===== src/rtl/ddr2_ex_pattern_ctrl_if.sv =====
// Local (controller-side) request/return bus used by the DDR2 example pattern sequencer.
// The master issues write/read requests; the slave accepts them and returns read data in order.
interface ddr2_ex_pattern_ctrl_if #(
    parameter int ADDR_W = 8
);
    logic              local_ready;
    logic              local_write_req;
    logic              local_read_req;
    logic [ADDR_W-1:0] local_address;
    logic [7:0]        local_wdata;
    logic              local_rdata_valid;
    logic [7:0]        local_rdata;

    modport master (
        input  local_ready,
        input  local_rdata_valid,
        input  local_rdata,
        output local_write_req,
        output local_read_req,
        output local_address,
        output local_wdata
    );

    modport slave (
        output local_ready,
        output local_rdata_valid,
        output local_rdata,
        input  local_write_req,
        input  local_read_req,
        input  local_address,
        input  local_wdata
    );
endinterface


===== src/rtl/ddr2_ex_pattern_ctrl.sv =====
// Write-then-read-compare sequencer for the DDR2 example driver. Steers two external
// 8-bit LFSRs (write pattern and read expected) and reports pass/fail status.
module ddr2_ex_pattern_ctrl #(
    parameter int ADDR_W  = 8,
    parameter int TIMEOUT = 1024
) (
    input  logic                 clk,
    input  logic                 reset,
    input  logic                 start,
    input  logic [ADDR_W-1:0]    num_words,
    ddr2_ex_pattern_ctrl_if.master lcl,
    output logic                 wr_lfsr_enable,
    output logic                 wr_lfsr_pause,
    input  logic [7:0]           wr_lfsr_data,
    output logic                 rd_lfsr_enable,
    output logic                 rd_lfsr_pause,
    input  logic [7:0]           rd_lfsr_data,
    output logic                 done,
    output logic                 pass,
    output logic                 fail,
    output logic                 timeout,
    output logic [7:0]           err_count,
    output logic [ADDR_W-1:0]    first_err_addr
);

    localparam int IDLE_W = $clog2(TIMEOUT + 1);

    typedef enum logic [2:0] {
        S_IDLE,
        S_WRITE,
        S_READ,
        S_WAIT_RD,
        S_DONE
    } state_t;

    state_t            state;
    logic [ADDR_W-1:0] nw;
    logic [ADDR_W-1:0] wr_addr;
    logic [ADDR_W-1:0] rd_issue;
    logic [ADDR_W-1:0] rd_ret;
    logic [IDLE_W-1:0] idle_cnt;

    logic              in_write;
    logic              in_read;
    logic              in_rd_phase;
    logic              rd_hit;
    logic              rd_miss;
    logic [7:0]        err_nxt;
    logic [ADDR_W-1:0] ret_nxt;
    logic              last_wr;
    logic              last_rd;
    logic              ret_done;
    logic              pass_nxt;

    always_comb begin
        in_write    = (state == S_WRITE);
        in_read     = (state == S_READ);
        in_rd_phase = in_read || (state == S_WAIT_RD);
        rd_hit      = in_rd_phase && lcl.local_rdata_valid;
        rd_miss     = rd_hit && (lcl.local_rdata != rd_lfsr_data);
        err_nxt     = (rd_miss && err_count != 8'hFF) ? err_count + 8'd1 : err_count;
        ret_nxt     = rd_hit ? rd_ret + ADDR_W'(1) : rd_ret;
        last_wr     = (wr_addr == nw - ADDR_W'(1));
        last_rd     = (rd_issue == nw - ADDR_W'(1));
        ret_done    = (ret_nxt == nw);
        // Includes a mismatch arriving in the same cycle the pass finishes.
        pass_nxt    = (err_nxt == 8'd0);
    end

    // Requests and LFSR controls are pure decodes of the state register; the pause
    // lines must follow ready/valid in the same cycle so each LFSR steps once per beat.
    assign lcl.local_write_req = in_write;
    assign lcl.local_read_req  = in_read;
    assign lcl.local_address   = in_write ? wr_addr : (in_read ? rd_issue : '0);
    assign lcl.local_wdata     = in_write ? wr_lfsr_data : 8'h00;

    assign wr_lfsr_enable = in_write;
    assign wr_lfsr_pause  = in_write && !lcl.local_ready;
    assign rd_lfsr_enable = in_rd_phase;
    assign rd_lfsr_pause  = in_rd_phase && !lcl.local_rdata_valid;

    always_ff @(posedge clk or posedge reset) begin
        if (reset) begin
            state          <= S_IDLE;
            nw             <= '0;
            wr_addr        <= '0;
            rd_issue       <= '0;
            rd_ret         <= '0;
            idle_cnt       <= '0;
            done           <= 1'b0;
            pass           <= 1'b0;
            fail           <= 1'b0;
            timeout        <= 1'b0;
            err_count      <= 8'd0;
            first_err_addr <= '0;
        end else begin
            if (rd_hit) begin
                rd_ret    <= ret_nxt;
                err_count <= err_nxt;
                if (rd_miss && err_count == 8'd0) begin
                    first_err_addr <= rd_ret;
                end
            end

            case (state)
                S_IDLE, S_DONE: begin
                    if (start) begin
                        done           <= 1'b0;
                        pass           <= 1'b0;
                        fail           <= 1'b0;
                        timeout        <= 1'b0;
                        err_count      <= 8'd0;
                        first_err_addr <= '0;
                        wr_addr        <= '0;
                        rd_issue       <= '0;
                        rd_ret         <= '0;
                        idle_cnt       <= '0;
                        nw             <= num_words;
                        if (num_words == '0) begin
                            state <= S_DONE;
                            done  <= 1'b1;
                            pass  <= 1'b1;
                        end else begin
                            state <= S_WRITE;
                        end
                    end
                end

                S_WRITE: begin
                    if (lcl.local_ready) begin
                        if (last_wr) begin
                            wr_addr <= '0;
                            state   <= S_READ;
                        end else begin
                            wr_addr <= wr_addr + ADDR_W'(1);
                        end
                    end
                end

                S_READ: begin
                    if (lcl.local_ready) begin
                        rd_issue <= rd_issue + ADDR_W'(1);
                        if (last_rd) begin
                            if (ret_done) begin
                                state <= S_DONE;
                                done  <= 1'b1;
                                pass  <= pass_nxt;
                                fail  <= !pass_nxt;
                            end else begin
                                state    <= S_WAIT_RD;
                                idle_cnt <= '0;
                            end
                        end
                    end
                end

                S_WAIT_RD: begin
                    if (ret_done) begin
                        state <= S_DONE;
                        done  <= 1'b1;
                        pass  <= pass_nxt;
                        fail  <= !pass_nxt;
                    end else if (rd_hit) begin
                        idle_cnt <= '0;
                    end else if (idle_cnt == IDLE_W'(TIMEOUT - 1)) begin
                        state   <= S_DONE;
                        timeout <= 1'b1;
                        done    <= 1'b1;
                        pass    <= 1'b0;
                        fail    <= 1'b1;
                    end else begin
                        idle_cnt <= idle_cnt + IDLE_W'(1);
                    end
                end

                default: state <= S_IDLE;
            endcase
        end
    end

endmodule


===== src/flat_wrapper.sv =====
// flat-port wrapper written by rule: the top's interface ports become plain ports
module ddr2_ex_pattern_ctrl_flat 
#(
    parameter int ADDR_W  = 8,
    parameter int TIMEOUT = 1024
)
  (clk, reset, start, num_words, wr_lfsr_enable, wr_lfsr_pause, wr_lfsr_data, rd_lfsr_enable, rd_lfsr_pause, rd_lfsr_data, done, pass, fail, timeout, err_count, first_err_addr, lcl_local_ready, lcl_local_rdata_valid, lcl_local_rdata, lcl_local_write_req, lcl_local_read_req, lcl_local_address, lcl_local_wdata);
  ddr2_ex_pattern_ctrl_if #(.ADDR_W(ADDR_W)) lcl_i ();
  input  logic clk;
  input  logic reset;
  input  logic start;
  input  logic [ADDR_W-1:0] num_words;
  output logic wr_lfsr_enable;
  output logic wr_lfsr_pause;
  input  logic [7:0] wr_lfsr_data;
  output logic rd_lfsr_enable;
  output logic rd_lfsr_pause;
  input  logic [7:0] rd_lfsr_data;
  output logic done;
  output logic pass;
  output logic fail;
  output logic timeout;
  output logic [7:0] err_count;
  output logic [ADDR_W-1:0] first_err_addr;
  input wire logic [$bits(lcl_i.local_ready)-1:0] lcl_local_ready;
  input wire logic [$bits(lcl_i.local_rdata_valid)-1:0] lcl_local_rdata_valid;
  input wire logic [$bits(lcl_i.local_rdata)-1:0] lcl_local_rdata;
  output wire logic [$bits(lcl_i.local_write_req)-1:0] lcl_local_write_req;
  output wire logic [$bits(lcl_i.local_read_req)-1:0] lcl_local_read_req;
  output wire logic [$bits(lcl_i.local_address)-1:0] lcl_local_address;
  output wire logic [$bits(lcl_i.local_wdata)-1:0] lcl_local_wdata;
  assign lcl_i.local_ready = lcl_local_ready;
  assign lcl_i.local_rdata_valid = lcl_local_rdata_valid;
  assign lcl_i.local_rdata = lcl_local_rdata;
  assign lcl_local_write_req = lcl_i.local_write_req;
  assign lcl_local_read_req = lcl_i.local_read_req;
  assign lcl_local_address = lcl_i.local_address;
  assign lcl_local_wdata = lcl_i.local_wdata;
  ddr2_ex_pattern_ctrl #(.ADDR_W(ADDR_W), .TIMEOUT(TIMEOUT)) u_core (.clk(clk), .reset(reset), .start(start), .num_words(num_words), .lcl(lcl_i), .wr_lfsr_enable(wr_lfsr_enable), .wr_lfsr_pause(wr_lfsr_pause), .wr_lfsr_data(wr_lfsr_data), .rd_lfsr_enable(rd_lfsr_enable), .rd_lfsr_pause(rd_lfsr_pause), .rd_lfsr_data(rd_lfsr_data), .done(done), .pass(pass), .fail(fail), .timeout(timeout), .err_count(err_count), .first_err_addr(first_err_addr));
endmodule

===== config.mk =====
export PLATFORM = sky130hd
export DESIGN_NAME = ddr2_ex_pattern_ctrl_flat
export DESIGN_NICKNAME = d
export VERILOG_FILES = /design/src/rtl/ddr2_ex_pattern_ctrl_if.sv /design/src/rtl/ddr2_ex_pattern_ctrl.sv /design/src/flat_wrapper.sv
export SDC_FILE = /design/constraint.sdc
export NUM_CORES = 1
export LEC_CHECK = 0
export ABC_CLOCK_PERIOD_IN_PS = 4520
export CAP_MARGIN = 20
export CORE_AREA = 2 2 109 111
export CTS_CLUSTER_DIAMETER = 50
export CTS_CLUSTER_SIZE = 28
export DETAILED_ROUTE_END_ITERATION = 8
export DIE_AREA = 0 0 111 113
export DONT_BUFFER_PORTS = 1
export HOLD_SLACK_MARGIN = 0.03
export SLEW_MARGIN = 15
export SYNTH_ARGS = -nofsm -noshare
export SYNTH_HDL_FRONTEND = slang
export SYNTH_SLANG_ARGS = --single-unit

===== constraint.sdc =====
create_clock -name clk -period 4.52 [get_ports clk]
set_input_delay 0.226 -clock clk [delete_from_list [all_inputs] [get_ports clk]]
set_output_delay 0.226 -clock clk [all_outputs]
set_load 0.01 [all_outputs]

==> out/metrics.yaml <==
path_class: "register to register"
drive_gt1_share_pct: 8.06
final_cell_mix: "dfrtp_1 (66), nor2_1 (56), nand2_1 (51)"
area_growth_pct: 9.58
fp.dieW_um: 111
syn_avg_cell_area_um2: 8.87
fp-row-count: 39
path_max_fanout: 11
cts_tree: "built"
fillers: 1110
routed_wirelength_um: 11200
synth.top_cells.by_area: "dfrtp_1 (37%), xor2_1 (5.1%), nor2_1 (4.7%)"
cts_setup_buffers: 0
clock-sinks: 66
design_power_total_w: 0.00308
cpPeakStageDelay_ns: 0.50
cts_root_buf: "clkbuf_16"
ys_types: 72
worst_slack_ns: 1.39
finalCritPeriodShare_pct: 69.2
maxSlewHeadroom_pct: 33.8
p_leak_nw: 2.06
syn_inst: 505
sw_frac_of_total_pct: 42.3
drv_slew: 0
pwr-share-seq_pct: 34.6
seq_area_frac_synth_pct: 36.9
hold_violations: 0
io_pins: 79
p_sw_w: 0.00130
worst_setup_path_start_kind: "register"
cts_inserted_buffers: 9
async_flop_share_pct: 100
cp_cell_sequence: "inv_1, ha_1, or3b_1, nor4_1, o22ai_1, o41ai_4, and2b_1, o21a_1, a31oi_2"
yosys.area.top_type_share_pct: 36.9
worstMarginPinSlew_ns: 0.989
period_needed_ns: 3.13
ant_nets: 0
clk_pin_slew_worst_paths_ns: 0.06
antenna_found_initial: 0
fmax_mhz: 319
slowest_stage: "o21a_1"
setup-tns-final_ns: 0
wl_per_cell_um: 17.5
synth-edff-count: 0
coreArea_mm2: 0.0113
final_nets: 535
grt_usage_pct: 18.3
drc: 0
final-seq-area_mm2: 0.00165
final_common_cell: "dfrtp_1"
synth_area_mm2: 0.00448
hold_path.class: "primary input to async pin"
syn_nets: 549
placed_area_mm2: 0.00454
ys_seq_elements: 66
cp.required_ns: 4.71
ir_worst_vdd_v: 0.000256
critPathArrivalTime_ns: 3.32
gp_congestion: 0.839
power_frac_comb_pct: 40.7
cts_max_level: 3
dr.pass1.iters: 4
internal_power_w: 0.00178
grt-ovfl-total: 0
die_h_um: 113
max-cap-violations: 0
skew_ns: 0.00504
cts.path.max_buffers: 2
path_delay_family: "compound AO/OA/AOI/OAI gates"
ys.warnings.count: 0
status: "completed"
fin_area_mm2: 0.00491
vias_per_cell: 5.64
p_per_area_mw_per_mm2: 627
grt_pass1_vias: 3532
dpl_worst_slack_ns: 1.42
dp.final_hpwl_um: 7930
multi_input_area_mm2: 0.00262
critPathBufInv: 1
grt_max_degree: 67
cts_resized: 0
ys.flop_type: "dfrtp_1"
port_buffers: 0
synth.largest_area_cell: "dfrtp_1"
vias: 3605
insertion_delay_ns: 0.33
grt_pass1_wl_um: 18300
setup_viol: 0
drtIter0Drc: 193
power.share.clock_pct: 24.7
antennaDiodeCount: 0
rsz0062_at_grt: "no"
die-area_mm2: 0.0125
start_util_pct: 39.8
critPathCaptureType: "register"
==> per-layer routing <==
| metal | part of all wire [%] | track usage, % | vias to the layer above | routed length (um) |
|---|---|---|---|---|
| li1 | - | - | 1763 | - |
| met1 | 45 | 23.5 | 1748 | 5000 |
| met2 | 48 | 30.0 | 80 | 5410 |
| met3 | 5.1 | 4.71 | 14 | 566 |
| met4 | 1.7 | 6.67 | 0 | 188 |
| met5 | 0 | 0 | - | 0 |
==> cell usage after synthesis (3+ instances only) <==
master / instances
nand4_1: 11
nor2_1: 56
buf_2: 6
nand3b_1: 5
ha_1: 7
nand2b_1: 5
o21ai_1: 3
and2_1: 13
nor4_1: 7
a21oi_1: 19
and3_1: 9
nand2_1: 51
a22o_1: 11
nor3_1: 9
mux2i_1: 16
xor2_1: 26
a211oi_1: 3
nand3_1: 18
nor3b_1: 4
xnor2_1: 22
a31oi_2: 9
clkbuf_1: 24
o21ai_0: 20
or3_1: 3
dfrtp_1: 66
inv_1: 17
o21a_1: 4
==> final cells by class <==
cell class / count / area share [%]
Multi-Input combinational cell: 389 / 53.4
Sequential cell: 66 / 33.6
Clock buffer: 11 / 4.94
Tap cell: 143 / 3.64
Clock inverter: 5 / 1.58
Timing Repair Buffer: 8 / 1.48
Inverter: 17 / 1.30
==> stage by stage <==
step	util (%)	std cells	hold WS [ns]
after CTS	43.6	639	0.0309
after global routing	43.6	639	0.0524
final	43.6	639	0.0417
after global placement	40.3	618	0.343
after detailed placement	40.3	618	0.338
after floorplan	-	505	0.331
==> power by group through the flow <==
stage          clock, W  combinational [W]  sequential (W)
6_report       0.000760            0.00125         0.00107
5_1_grt        0.000800            0.00140         0.00111
4_1_cts        0.000773            0.00126         0.00107
3_5_place_dp          0            0.00124         0.00108
3_3_place_gp          0            0.00122         0.00107
2_1_floorplan         0            0.00117        0.000898
==> cells by family after synthesis <==
logic type	after synthesis	share of synthesized area, %
adders and majority gates	7	1.95
AOI/OAI and AO/OA	99	16.6
muxes	20	4.66
xor gates and xnor gates	51	10.9
DFF	66	36.9
buffers and inverters	50	4.61
and+or+nand+nor	212	24.4
==> path summary, 6_finish.rpt <==
| kind | depth (start not counted) | to | start | slack, ns |
|---|---|---|---|---|
| min reg2reg | 1 | u_core.idle_cnt[4]$_DFFE_PP0P_ | u_core.idle_cnt[4]$_DFFE_PP0P_ | 0.52 |
| max reg2reg | 9 | u_core.idle_cnt[0]$_DFFE_PP0P_ | u_core.nw[0]$_DFFE_PP0P_ | 1.39 |
| min | 2 | u_core.err_count[3]$_DFF_PP0_ | reset | 0.04 |
| min in group clk | 2 | u_core.nw[2]$_DFFE_PP0P_ | num_words[2] | 0.04 |
| max in group asynchronous | 2 | u_core.rd_issue[2]$_DFFE_PP0P_ | reset | 3.93 |
| max | 9 | u_core.idle_cnt[0]$_DFFE_PP0P_ | u_core.nw[0]$_DFFE_PP0P_ | 1.39 |
==> flip-flops by register name (all words and copies together) (netlist names) <==
name,flops
u_core.timeout,1
u_core.pass,1
u_core.done,1
u_core.first_err_addr,8
u_core.state,3
u_core.fail,1
u_core.rd_ret,8
u_core.err_count,8
u_core.wr_addr,8
u_core.idle_cnt,11
u_core.rd_issue,8
u_core.nw,8
==> timing repair <==
item                                    CTS  global route
endpoints found under the setup margin    0             0
hold endpoints to repair                  5             0
hold buffers                              5             0
(Power assumes the default switching activity.)
